[src/rtl/ibex_ibus_arbiter.sv]
`default_nettype none
// ============================================================================
// Module   : ibex_ibus_arbiter
// Purpose  : Two-host instruction-bus arbiter. Host 0 (prefetch buffer) and
//            host 1 (secondary fetcher) share one instruction memory port.
//            The arbiter keeps an in-order FIFO of the host that owns each
//            outstanding transaction, so every response is routed back to
//            the host that issued it.
// Config   : IBEX_IBUS_ARB_RR_EN     - round-robin tie breaking
//                                      (default: fixed priority, host 0 wins)
//            IBEX_IBUS_ARB_ASSERT_ON - enables the protocol checkers
// Revision : 1.0 - initial release
// ============================================================================
module ibex_ibus_arbiter #(
    parameter int unsigned MaxOutstanding = 2
) (
    input  logic             clk_i,
    input  logic             rst_ni,
    input  logic [1:0]       host_req_i,
    input  logic [1:0][31:0] host_addr_i,
    output logic [1:0]       host_gnt_o,
    output logic [1:0]       host_rvalid_o,
    output logic [31:0]      host_rdata_o,
    output logic             host_err_o,
    output logic             instr_req_o,
    input  logic             instr_gnt_i,
    output logic [31:0]      instr_addr_o,
    input  logic             instr_rvalid_i,
    input  logic [31:0]      instr_rdata_i,
    input  logic             instr_err_i,
    output logic             busy_o
);

    localparam int unsigned c_PTR_W = (MaxOutstanding > 1) ? $clog2(MaxOutstanding) : 1;
    localparam int unsigned c_CNT_W = $clog2(MaxOutstanding + 1);
    localparam logic [c_CNT_W-1:0] c_MAX_CNT  = c_CNT_W'(MaxOutstanding);
    localparam logic [c_PTR_W-1:0] c_LAST_PTR = c_PTR_W'(MaxOutstanding - 1);

    // ST_HELD means a request was presented but not granted: the selected
    // host keeps the bus until the grant arrives.
    typedef enum logic [0:0] {
        ST_OPEN = 1'b0,
        ST_HELD = 1'b1
    } lock_state_e;

    lock_state_e                 r_lock_state;
    lock_state_e                 w_lock_state_next;
    logic                        r_held_sel;
    logic                        w_held_sel_next;

    logic                        w_arb_sel;
    logic                        w_sel;
    logic                        w_full;
    logic                        w_push;
    logic                        w_pop;
    logic                        w_head;

    logic [c_CNT_W-1:0]          r_count;
    logic [c_PTR_W-1:0]          r_wptr;
    logic [c_PTR_W-1:0]          r_rptr;
    logic [MaxOutstanding-1:0]   r_id_fifo;

    // Word-aligned addresses: the byte-offset bits are intentionally dropped.
    logic                        w_unused_addr_lsb;
    assign w_unused_addr_lsb = ^{host_addr_i[1][1:0], host_addr_i[0][1:0]};

`ifdef IBEX_IBUS_ARB_RR_EN
    // Host that wins the next tie: always the one not granted last.
    logic r_prio;

    // Round-robin priority pointer, moved on every accepted request.
    always_ff @(posedge clk_i or negedge rst_ni) begin
        if (!rst_ni) begin
            r_prio <= 1'b0;
        end else if (w_push) begin
            r_prio <= ~w_sel;
        end
    end

    assign w_arb_sel = (&host_req_i) ? r_prio : (~host_req_i[0] & host_req_i[1]);
`else
    // Fixed priority: host 1 only wins when host 0 is idle.
    assign w_arb_sel = ~host_req_i[0] & host_req_i[1];
`endif

    // Request channel: a held selection overrides fresh arbitration.
    assign w_sel        = (r_lock_state == ST_HELD) ? r_held_sel : w_arb_sel;
    assign w_full       = (r_count == c_MAX_CNT);
    assign instr_req_o  = host_req_i[w_sel] & ~w_full;
    assign instr_addr_o = {host_addr_i[w_sel][31:2], 2'b00};
    assign w_push       = instr_req_o & instr_gnt_i;
    assign host_gnt_o   = w_push ? (w_sel ? 2'b10 : 2'b01) : 2'b00;

    // Response channel: responses with nothing outstanding are discarded.
    assign w_pop         = instr_rvalid_i & (r_count != '0);
    assign w_head        = r_id_fifo[r_rptr];
    assign host_rvalid_o = w_pop ? (w_head ? 2'b10 : 2'b01) : 2'b00;
    assign host_rdata_o  = instr_rdata_i;
    assign host_err_o    = instr_err_i;

    assign busy_o = (r_count != '0) | instr_req_o;

    // Lock next-state: hold the bus for a requester that is not yet granted.
    // A held host that drops its request yields ST_OPEN because instr_req_o
    // falls with it.
    always_comb begin
        w_lock_state_next = ST_OPEN;
        w_held_sel_next   = r_held_sel;
        if (instr_req_o && !instr_gnt_i) begin
            w_lock_state_next = ST_HELD;
            w_held_sel_next   = w_sel;
        end
    end

    // Lock state register.
    always_ff @(posedge clk_i or negedge rst_ni) begin
        if (!rst_ni) begin
            r_lock_state <= ST_OPEN;
            r_held_sel   <= 1'b0;
        end else begin
            r_lock_state <= w_lock_state_next;
            r_held_sel   <= w_held_sel_next;
        end
    end

    // Outstanding counter and FIFO pointers; pointers wrap at MaxOutstanding.
    always_ff @(posedge clk_i or negedge rst_ni) begin
        if (!rst_ni) begin
            r_count <= '0;
            r_wptr  <= '0;
            r_rptr  <= '0;
        end else begin
            if (w_push) begin
                r_wptr <= (r_wptr == c_LAST_PTR) ? '0 : r_wptr + c_PTR_W'(1);
            end
            if (w_pop) begin
                r_rptr <= (r_rptr == c_LAST_PTR) ? '0 : r_rptr + c_PTR_W'(1);
            end
            case ({w_push, w_pop})
                2'b10:   r_count <= r_count + c_CNT_W'(1);
                2'b01:   r_count <= r_count - c_CNT_W'(1);
                default: r_count <= r_count;
            endcase
        end
    end

    // ID FIFO storage; contents are only meaningful below r_count.
    always_ff @(posedge clk_i) begin
        if (w_push) begin
            r_id_fifo[r_wptr] <= w_sel;
        end
    end

`ifdef IBEX_IBUS_ARB_ASSERT_ON
    // A held host must keep requesting until it is granted.
    a_held_req_stable: assert property (@(posedge clk_i) disable iff (!rst_ni)
        (r_lock_state == ST_HELD) |-> host_req_i[r_held_sel]);

    // A response must not arrive with nothing outstanding.
    a_no_stray_rvalid: assert property (@(posedge clk_i) disable iff (!rst_ni)
        instr_rvalid_i |-> (r_count != '0));
`endif

endmodule
`default_nettype wire

[config.mk]
export PLATFORM = sky130hd
export DESIGN_NAME = ibex_ibus_arbiter
export DESIGN_NICKNAME = d
export VERILOG_FILES = /design/src/rtl/ibex_ibus_arbiter.sv
export SDC_FILE = /design/constraint.sdc
export NUM_CORES = 1
export LEC_CHECK = 0
export ABC_CLOCK_PERIOD_IN_PS = 3910
export BUFFER_PORTS_ARGS = -buffer_cell sky130_fd_sc_hd__buf_2
export CORE_MARGIN = 10
export CORE_UTILIZATION = 32
export CTS_CLUSTER_SIZE = 24
export DETAILED_ROUTE_END_ITERATION = 10
export PLACE_DENSITY = 0.94
export SLEW_MARGIN = 20
export SYNTH_ARGS = -nofsm -noshare
export SYNTH_HDL_FRONTEND = slang
export SYNTH_SLANG_ARGS = --single-unit
[constraint.sdc]
create_clock -name clk_i -period 3.91 [get_ports clk_i]
set_clock_uncertainty 0.05 [all_clocks]
set_input_delay 0.1955 -clock clk_i [delete_from_list [all_inputs] [get_ports clk_i]]
set_output_delay 0.1955 -clock clk_i [all_outputs]
set_load 0.005 [all_outputs]
==> impl_metrics.ini <==
[power]
netSwitchingFraction_pct = 34.6
ir_drop_mv = 0.290
sequentialPowerShare_pct = 23.3
pwr_cell_area_nw_per_um2 = 461
p_sw_mw = 0.236
total_leakage_power_nw = 0.830
total_power_mw = 0.681
cell_internal_pwr_mw = 0.446
clk_pwr_share_pct = 15.4
power.share.combinational_pct = 61.2

[floorplan]
floorplan.rows = 22
core_sq_um = 3610
design.die.area_sq_um = 6520
start_util_pct = 32.8
ioPinCount = 174
fp.dieW_um = 80.8
fp.dieH_um = 80.8

[routing]
avgRoutedWirePerCell_um = 16.7
first_pass_iters = 4
postRouteWirelength_um = 3740
detail_route.vias_per_cell = 4.38
drt_iter0_drc = 14
drc = 0
detailroute.via_count = 982
postRouteAntennaNets = 0

[run]
cap_violations = 0

[critical_path]
timing.critical_path.cells = nor2_1, a22o_2, mux2_2, buf_2
critical_path.n_buffers_inverters = 1
req_time_crit_path_ns = 3.66
timing.critical_path.fanout_max = 34
setup.worst_path.end_class = output pin
worst_ep_arrival_time_ns = 2.12
timing.setup.critical_path_class = reg -> out
worstSetupStartpointType = flip-flop
slowest_stage = a22o_2
critical-path-max-stage-delay_ns = 0.79
cell_type_group_with_the_largest_total_delay_on_the_critical_path = compound AO/OA/AOI/OAI gates

[timing]
number_of_pins_exceeding_their_max_slew_limit_in_the_final_report = 0
final-setup-viol-count = 0
final_hold_viol_count = 0
worst-slew-pin-transition_ns = 0.977
timing.setup.tns_ns = 0
finalCritPeriodShare_pct = 60.5
setup_ws_ns = 1.54
layout_min_cycle_time_ns = 2.37
grt_setup_unrepaired = false
max_clock_freq_mhz = 422
slew_headroom_pct = 34.9

[clock_tree]
cts_sinks = 8
number_of_buffers_inserted_during_clock_tree_synthesis = 3
htreeDepth = 1
cts_setup_buffers = 0
ctsResizeCount = 0
cts_root_buffer = clkbuf_8
cts_hold_buffers = 1
clock_tree_from_tritoncts = yes
max-clock-path-buffers = 2
clk_latency_ns = 0.23
clk_transition_reported_paths_ns = 0.04

[grt]
initial_antenna_violation_count = 0
grt_start_max_net_pins = 35
first_global_vias = 1046
first_pass_grt_wire_length_um = 5350
globalRouteOverflowTotal = 0
gr-usage-all-layers_pct = 10.1

[synthesis]
ys_types = 25
yosysWarningCount = 0
synthesis.area_sq_um = 1180
yosys_register_bits = 8
synth_seq_area_share_pct = 17.8
postSynthAreaPerCell_sq_um = 10.9
postSynthCellCount = 108

[placed_design]
i_o_buffers = 101
finalWeightedCongestion = 0.776
post-dp-hpwl_um = 3250
dp_slack_ns = 1.77

[hold_path]
hp-class = in -> reg

[cells_and_area]
num-nets-final = 281
layout-drive-gt1-share_pct = 76.7
antenna_cells_inserted = 0
flow.area_growth_from_synthesis_pct = 25.1

[run_status]
status = finished clean
-- cells in the final DEF (no fill, tap or decap) --
cell type	Yosys	final
a2111o_1	1	1
a211oi_1	1	1
a22o_2	0	1
a31oi_1	2	2
and2_1	1	1
and3_1	1	1
buf_2	0	101
clkbuf_1	0	1
clkbuf_8	0	3
conb_1	1	2
dfrtp_1	6	6
dlygate4sd3_1	0	1
edfxtp_1	2	2
ha_1	1	1
inv_1	2	2
mux2_2	3	3
mux2_4	27	27
mux2i_1	2	2
nand2b_1	1	1
nor2_1	7	7
nor2b_1	3	3
o21ai_0	1	1
or3_1	1	1
xnor2_1	4	4
xor2_1	1	1
-- cells in the mapped netlist --
master,instances,area [sq um]
and2_1,1,6.26
nand2b_1,1,6.26
a22o_1,1,8.76
edfxtp_1,2,60.1
mux2_2,3,33.8
nor2b_1,3,18.8
or3_1,1,6.26
a211oi_1,1,7.51
nor2_1,7,26.3
xnor2_1,4,35.0
o21ai_0,1,5.00
inv_1,2,7.51
mux2i_1,2,20.0
a2111o_1,1,11.3
and3_1,1,6.26
xor2_1,1,8.76
conb_1,1,3.75
buf_8,1,15.0
buf_4,35,263
dfrtp_1,6,150
ha_1,1,12.5
mux2_4,27,405
a31oi_1,2,12.5
buf_12,2,40.0
buf_6,1,11.3
-- final timing paths --
kind	start	endpoint	slack, ns	cells after the start
worst max-delay path	r_lock_state	instr_addr_o[11]	1.54	4
worst min-delay path	host_req_i[0]	r_held_sel	0.14	2
worst max register to register	r_count[1]	r_count[1]	2.11	5
worst min register to register	r_rptr	r_rptr	0.44	1
max in group asynchronous	rst_ni	r_lock_state	3.37	2
min in group asynchronous	rst_ni	r_wptr	0.28	2
-- per-stage QoR --
step	cells	utilization, %	cell area, sq um	hold WS, ns
floorplan	109	-	1180	-0.150
global placement	219	39.5	1420	-0.0256
detailed placement	219	39.5	1420	-0.0194
CTS	224	41.0	1480	0.141
global route	224	41.0	1480	0.159
finish	224	41.0	1480	0.142
-- metal layers --
metal	wire, um	global-route usage (%)	share of wire [%]	up-vias
met2	1730	16.6	46	89
li1	-	-	-	465
met3	703	7.17	19	0
met1	1310	10.3	35	428
met4	0	2.60	0	0
met5	0	0	0	-
-- sequential cells by signal, indices dropped and copies added (netlist names) --
signal and cells:
r_wptr 1, r_id_fifo 2, r_lock_state 1, r_rptr 1
r_count 2, r_held_sel 1
-- power groups by stage --
stage	logic, mW	registers [mW]	clock network, mW
6_report	0.417	0.159	0.105
5_1_grt	0.464	0.167	0.115
4_1_cts	0.428	0.160	0.109
3_5_place_dp	0.423	0.160	0
3_3_place_gp	0.416	0.158	0
2_1_floorplan	0.347	0.152	0
-- final cells by class --
type	instances	area, sq um
fill	374	2130
multi-input combinational	60	639
timing repair buffer	102	515
sequential	8	210
tap	48	60.1
clock buffer	4	45.0
inverter	2	7.51
-- cells by family after synthesis --
family | after synthesis | share of synthesized area, %
AOI/OAI and AO/OA | 6 | 3.81
xor gates and xnor gates | 5 | 3.71
adders and majority gates | 1 | 1.06
buffers and inverters | 41 | 28.5
DFF | 8 | 17.8
muxes | 32 | 38.9
other | 1 | 0.317
and+or+nand+nor | 14 | 5.93
No activity file was read; power rests on OpenSTA's default activity.
